==> src/rtl/serial_adder.sv <==
// Bit-serial WIDTH-bit adder driving one adder1bit stage, LSB first, with valid/ready on both sides.
// Optional subtract path enabled by defining SERIAL_ADDER_SUB_EN.

module adder1bit (
    input  logic a,
    input  logic b,
    input  logic cin,
    output logic sum,
    output logic cout
);
    assign sum  = a ^ b ^ cin;
    assign cout = (a & b) | (a & cin) | (b & cin);
endmodule

module serial_adder #(
    parameter int unsigned WIDTH = 32
) (
    input  logic             clk,
    input  logic             rst_n,
    input  logic             in_valid,
    output logic             in_ready,
    input  logic [WIDTH-1:0] a,
    input  logic [WIDTH-1:0] b,
    input  logic             cin,
    input  logic             sub,
    output logic             busy,
    output logic             out_valid,
    input  logic             out_ready,
    output logic [WIDTH-1:0] sum,
    output logic             cout,
    output logic             overflow
);
    localparam int unsigned CW = (WIDTH > 1) ? $clog2(WIDTH) : 1;
    localparam logic [CW-1:0] LAST = CW'(WIDTH - 1);

    typedef enum logic [1:0] {IDLE, RUN, DONE} state_t;

    state_t           state_q, state_d;
    logic [WIDTH-1:0] a_q, a_d;
    logic [WIDTH-1:0] b_q, b_d;
    logic [WIDTH-1:0] acc_q, acc_d;
    logic [WIDTH-1:0] sum_q, sum_d;
    logic [CW-1:0]    cnt_q, cnt_d;
    logic             carry_q, carry_d;
    logic             cout_q, cout_d;
    logic             ovf_q, ovf_d;

    logic             fa_s, fa_co;
    logic [WIDTH-1:0] b_load;
    logic             c_load;

`ifdef SERIAL_ADDER_SUB_EN
    assign b_load = sub ? ~b : b;
    assign c_load = sub ? 1'b1 : cin;
`else
    logic unused_sub;
    assign unused_sub = sub;
    assign b_load     = b;
    assign c_load     = cin;
`endif

    adder1bit u_fa (
        .a    (a_q[0]),
        .b    (b_q[0]),
        .cin  (carry_q),
        .sum  (fa_s),
        .cout (fa_co)
    );

    always_comb begin
        state_d = state_q;
        a_d     = a_q;
        b_d     = b_q;
        acc_d   = acc_q;
        sum_d   = sum_q;
        cnt_d   = cnt_q;
        carry_d = carry_q;
        cout_d  = cout_q;
        ovf_d   = ovf_q;
        case (state_q)
            IDLE: begin
                if (in_valid) begin
                    a_d     = a;
                    b_d     = b_load;
                    carry_d = c_load;
                    cnt_d   = '0;
                    acc_d   = '0;
                    state_d = RUN;
                end
            end
            RUN: begin
                acc_d   = {fa_s, acc_q[WIDTH-1:1]};
                carry_d = fa_co;
                a_d     = a_q >> 1;
                b_d     = b_q >> 1;
                cnt_d   = cnt_q + CW'(1);
                // carry_q here is the carry into the MSB, hence the overflow term
                if (cnt_q == LAST) begin
                    sum_d   = {fa_s, acc_q[WIDTH-1:1]};
                    cout_d  = fa_co;
                    ovf_d   = carry_q ^ fa_co;
                    cnt_d   = '0;
                    state_d = DONE;
                end
            end
            DONE: begin
                if (out_ready) state_d = IDLE;
            end
            default: state_d = IDLE;
        endcase
    end

    always_ff @(posedge clk or negedge rst_n) begin
        if (!rst_n) begin
            state_q <= IDLE;
            a_q     <= '0;
            b_q     <= '0;
            acc_q   <= '0;
            sum_q   <= '0;
            cnt_q   <= '0;
            carry_q <= 1'b0;
            cout_q  <= 1'b0;
            ovf_q   <= 1'b0;
        end else begin
            state_q <= state_d;
            a_q     <= a_d;
            b_q     <= b_d;
            acc_q   <= acc_d;
            sum_q   <= sum_d;
            cnt_q   <= cnt_d;
            carry_q <= carry_d;
            cout_q  <= cout_d;
            ovf_q   <= ovf_d;
        end
    end

    assign in_ready  = (state_q == IDLE);
    assign busy      = (state_q == RUN);
    assign out_valid = (state_q == DONE);
    assign sum       = sum_q;
    assign cout      = cout_q;
    assign overflow  = ovf_q;

endmodule

==> config.mk <==
export PLATFORM = sky130hd
export DESIGN_NAME = serial_adder
export DESIGN_NICKNAME = d
export VERILOG_FILES = /design/src/rtl/serial_adder.sv
export SDC_FILE = /design/constraint.sdc
export NUM_CORES = 1
export LEC_CHECK = 0
export ABC_AREA = 1
export BUFFER_PORTS_ARGS = -buffer_cell sky130_fd_sc_hd__buf_2
export CORE_AREA = 2 2 124 126
export CTS_BUF_LIST = sky130_fd_sc_hd__clkbuf_2 sky130_fd_sc_hd__clkbuf_4 sky130_fd_sc_hd__clkbuf_8
export CTS_CLUSTER_DIAMETER = 60
export CTS_CLUSTER_SIZE = 28
export DETAILED_ROUTE_END_ITERATION = 8
export DIE_AREA = 0 0 126 128
export GPL_TIMING_DRIVEN = 0
export SYNTH_ARGS = -nofsm -noshare
export SYNTH_HDL_FRONTEND = slang
export SYNTH_SLANG_ARGS = --single-unit
==> constraint.sdc <==
create_clock -name clk -period 3.2 [get_ports clk]
set_clock_uncertainty 0.2 [all_clocks]
set_input_delay 0.48 -clock clk [delete_from_list [all_inputs] [get_ports clk]]
set_output_delay 0.48 -clock clk [all_outputs]
set_load 0.02 [all_outputs]
* After elaboration in Yosys (flattened, before gate mapping)
Cells that the tools add are included.
** Operators by class
- Bitwise operators :: 8
- Muxes and demuxes :: 15
- Equality and inequality tests :: 6
- Reductions and logical operators :: 5
- $add $sub $neg :: 1
** Operator list (count)
- case mux 32 bit (2 select lines) :: 3
- 2-to-1 mux 32 bit :: 3
- 2-to-1 mux 5 bit :: 2
- case mux 5 bit (2 select lines) :: 1
- 2-to-1 mux 2 bit :: 3
- case mux 2 bit (3 select lines) :: 1
- adder 5 x 1 -> 5 bit (second input constant) :: 1
- equality test 5 bit (second input constant) :: 1
- inequality test 2 x 1 -> 1 bit (second input constant) :: 2
- AND reduction 2 bit :: 2
- AND 1 bit :: 3
- AND reduction 3 bit :: 1
- bitwise XOR 1 bit :: 3
- equality test 2 x 1 -> 1 bit (second input constant) :: 1
- equality test 2 bit (second input constant) :: 1
- zero test 2 bit :: 1
- inequality test 2 bit (second input constant) :: 1
- OR 1 bit :: 2
- case mux 1 bit (2 select lines) :: 1
- nonzero test 2 bit :: 1
- 2-to-1 mux 1 bit :: 1
** Storage, ports and cells
- Input port bits :: 70
- Flip-flop bits (word level) :: 138

* Logic depth before layout (Yosys ltp)
- Depth in word-level cells :: 4
- Mapped depth :: 9
- Mapped depth without buffers :: 9

* By module
A second synthesis with hierarchy kept.
** Second synthesis, totals
- Cell total of the unflattened synthesis :: 737
- Area total of the unflattened synthesis :: 6349.8 um2
** Modules (own cells, without submodules)
- serial_adder :: seq. area each 3428.3 um2, area an instance 6329.8 um2, times used 1, cells an instance 736
- adder1bit :: seq. area each 0.0 um2, area an instance 20.0 um2, times used 1, cells an instance 1

* Worst setup path before layout
OpenSTA, ideal clock, no wires.
- Kind :: reg-to-output
- Start :: register state_q[0]
- End :: output out_valid
- Stages on the path, launching flop included :: 5
- Setup slack :: 1391 ps
- Required time :: 2520 ps
- Arrival time :: 1129 ps
- Cell sequence :: dfrtp_1 > buf_4 > buf_2 > buf_4 > nor2_1
** On the way
- Cells in the longest elaborated chain, start to end :: 1
** RTL lines
- start: declaration :: line 38 : state_t state_q, state_d;
- start signal: assignment :: line 125 : state_q <= state_d;
- equality test 2 bit :: line 139 : assign out_valid = (state_q == DONE);
- end: declaration :: line 27 : output logic out_valid,
No other way between the ends.

* Final worst setup path
Same ends and word-level chain as after synthesis.

==> results.sh <==
export IMPL_grt_overflow=0
export IMPL_netlist_instances=671
export IMPL_nNetsFinal=870
export IMPL_ys_flop_type="dfrtp_1"
export IMPL_clock_latency_ns=0.43
export IMPL_first_pass_iters=6
export IMPL_ys_seq_area_share_pct=59.0
export IMPL_nFillCells=1480
export IMPL_fin_util_pct=47.2
export IMPL_ant_nets=0
export IMPL_htreeDepth=4
export IMPL_arrival_ns=1.67
export IMPL_hold_class="input port to register"
export IMPL_antenna_found_initial=1
export IMPL_synth_area_leaders="dfrtp_1 59%, nand2_1 12%, nor2_1 8.1%"
export IMPL_grt_pass1_wl_um=22100
export IMPL_crit_family="buffers and inverters"
export IMPL_startpoint="state_q[0]$_DFFE_PN0P_"
export IMPL_die_width_um=126
export IMPL_fmax_mhz=426
export IMPL_place_congestion=0.827
export IMPL_preCtsSetupSlack_ns=1.22
export IMPL_clockRootBuffer="clkbuf_8"
export IMPL_power_density_nw_per_um2=995
export IMPL_cts_resized=0
export IMPL_min_from="out_ready"
export IMPL_path_class="register to output port"
export IMPL_p_leak_nw=3.51
export IMPL_crit_slowest_cell="dfrtp_1"
export IMPL_reg2reg_from="cnt_q[0]$_DFFE_PN0P_"
export IMPL_dp_hpwl_um=9310
export IMPL_total_power_w=0.00698
export IMPL_start_util_pct=39.1
export IMPL_multiInputGateArea_um2=1990
export IMPL_final_setup_worst_slack_ns=0.852
export IMPL_postCtsSetupRepairBufs=0
export IMPL_yosys_area_top_type="dfrtp_1"
export IMPL_seq_area_um2=3430
export IMPL_ys_ff_latch=137
export IMPL_layout_min_cycle_time_ns=2.35
export IMPL_hold_viol=0
export IMPL_crit_buf_inv=4
export IMPL_totalWireLength_um=13200
export IMPL_crit_required_ns=2.52
export IMPL_status="finished, final reports clean"
export IMPL_drive_above_1_share_pct=22.0
export IMPL_rows=45
export IMPL_synth_area_um2=5810
export IMPL_rsz0062_at_grt="no"
export IMPL_yosysWarnings=0
export IMPL_synth_most_common_cell="nand2_1"
export IMPL_syn_area_per_cell_um2=8.65
export IMPL_synth_cell_type_count=27
export IMPL_wl_per_cell_um=13.2
export IMPL_via_per_inst=4.79
export IMPL_slowest_delay_ns=0.32
export IMPL_grt_usage_pct=17.1
export IMPL_min_path_cells=2
export IMPL_die_y_um=128
export IMPL_drv_slew=0
export IMPL_n_antenna_cell=0
export IMPL_vdd_drop_max_uv=358
export IMPL_path_depth=5
export IMPL_synth_common_cells="179 x nand2_1, 137 x dfrtp_1, 125 x nor2_1, 90 x o21ai_0, 38 x inv_1"
export IMPL_synth_nets=744
export IMPL_clock_sinks=137
export IMPL_core_um2=14900
export IMPL_r2r_cells=7
export IMPL_worst_pin_slew_ns=0.551
export IMPL_vias=4770
export IMPL_grt_pass1_vias=4739
export IMPL_cts_max_path_buffers=2
export IMPL_setup_violations=0
export IMPL_path_clk_slew_ns=0.07
export IMPL_drtIter0Drc=234
export IMPL_period_share_pct=73.4
export IMPL_syn2layout_area_growth_pct=20.8
export IMPL_tritoncts="yes"
export IMPL_holdWs_ns=0.0346
export IMPL_crit_path_max_fanout=10
export IMPL_slew_headroom_pct=63.3
export IMPL_synth_edf_count=0
export IMPL_grt_max_degree=80
export IMPL_portBuffers=105
export IMPL_dieArea_um2=16100
export IMPL_endpoint_kind="output port"
export IMPL_cp_cell_sequence="buf_4 > buf_2 > buf_4 > nor2_1 > buf_2"
export IMPL_numCtsBuffers=17
export IMPL_postSynth_asyncResetShare_pct=100
export IMPL_top_level_ports=107
export IMPL_post_route_drc_count=0
export IMPL_maxCapViolCount=0
export IMPL_yosysTopAreaCellShare_pct=59.0
export IMPL_startpoint_type="register"
-- routing by layer --
| layer | global-route usage, % | vias to the layer above | wire length, µm | share of wire, % |
|---|---|---|---|---|
| li1 | - | 2377 | - | - |
| met1 | 22.5 | 2246 | 6260 | 47 |
| met2 | 26.9 | 116 | 5970 | 45 |
| met3 | 4.47 | 29 | 636 | 4.8 |
| met4 | 7.63 | 2 | 301 | 2.3 |
| met5 | 0 | - | 13 | 0.099 |
-- logic make-up after synthesis --
logic type               count (synthesis)  share of synthesized area, %
adder cells (fa/ha/maj)                  3                         0.776
AO/OA/AOI/OAI                          136                          12.8
flip-flops                             137                          59.0
XOR/XNOR                                 1                         0.151
AND/OR/NAND/NOR                        312                          20.6
buffers and inverters                   82                          6.61
-- cell type report --
class	count	share of cell area (%)
buffer	42	3.30
clock buffer	21	4.03
clock inverter	9	1.75
inverter	40	2.18
multi-input combinational	452	28.4
sequential	137	48.9
tap	188	3.35
timing repair buffer	107	8.11
-- state kept, by name, indices dropped and copies added (netlist names) --
register / flops
cnt_q: 5
acc_q: 31
b_q: 32
overflow: 1
sum: 32
cout: 1
carry_q: 1
a_q: 32
state_q: 2
-- repair_timing --
item,4_1_cts,5_1_grt
endpoints found under the setup margin,0,0
hold buffers,1,0
hold endpoints to repair,58,0
-- final timing paths --
path                                          end  slack (ns)
max in group asynchronous     a_q[22]$_DFFE_PN0P_        1.63
setup reg to reg               sum[5]$_DFFE_PN0P_        1.26
setup / recovery                        out_valid        0.85
min in group asynchronous     sum[23]$_DFFE_PN0P_        0.39
hold reg to reg               a_q[10]$_DFFE_PN0P_        0.28
hold / removal             state_q[1]$_DFFE_PN0P_        0.03
-- placed cells by master, fill, tap and decap left out, types with 2 or more instances in the layout --
master     Yosys  routed
nor2_1       125     125
clkbuf_8       0      20
ha_1           2       2
dfrtp_1      137     137
nand2_1      179     179
o22ai_1       31      31
o21ai_2        5       5
buf_4          9       9
nand3_1        3       3
buf_6          2       3
inv_1         38      38
a21oi_1        2       2
o21ai_0       90      90
bufinv_16      0       3
o21ai_1        6       6
buf_2         19     123
clkbuf_1      11      11
clkinv_2       0       5
-- where the power goes --
part	internal [W]	total (W)	leakage, nW	switching (W)
Sequential	0.00252	0.00287	1.72	0.000354
Clock	0.000826	0.00146	0.210	0.000632
Combinational	0.000972	0.00265	1.58	0.00168
-- through the flow --
| step | instances | setup TNS [ns] | instance area [µm²] |
|---|---|---|---|
| 6_report | 996 | 0 | 7020 |
| 5_1_grt | 996 | 0 | 7020 |
| 4_1_cts | 996 | 0 | 7020 |
| 3_5_place_dp | 965 | 0 | 6600 |
| 3_3_place_gp | 964 | -46.98 | 6570 |
| 2_1_floorplan | 671 | 0 | 5810 |
(Power assumes the default switching activity.)
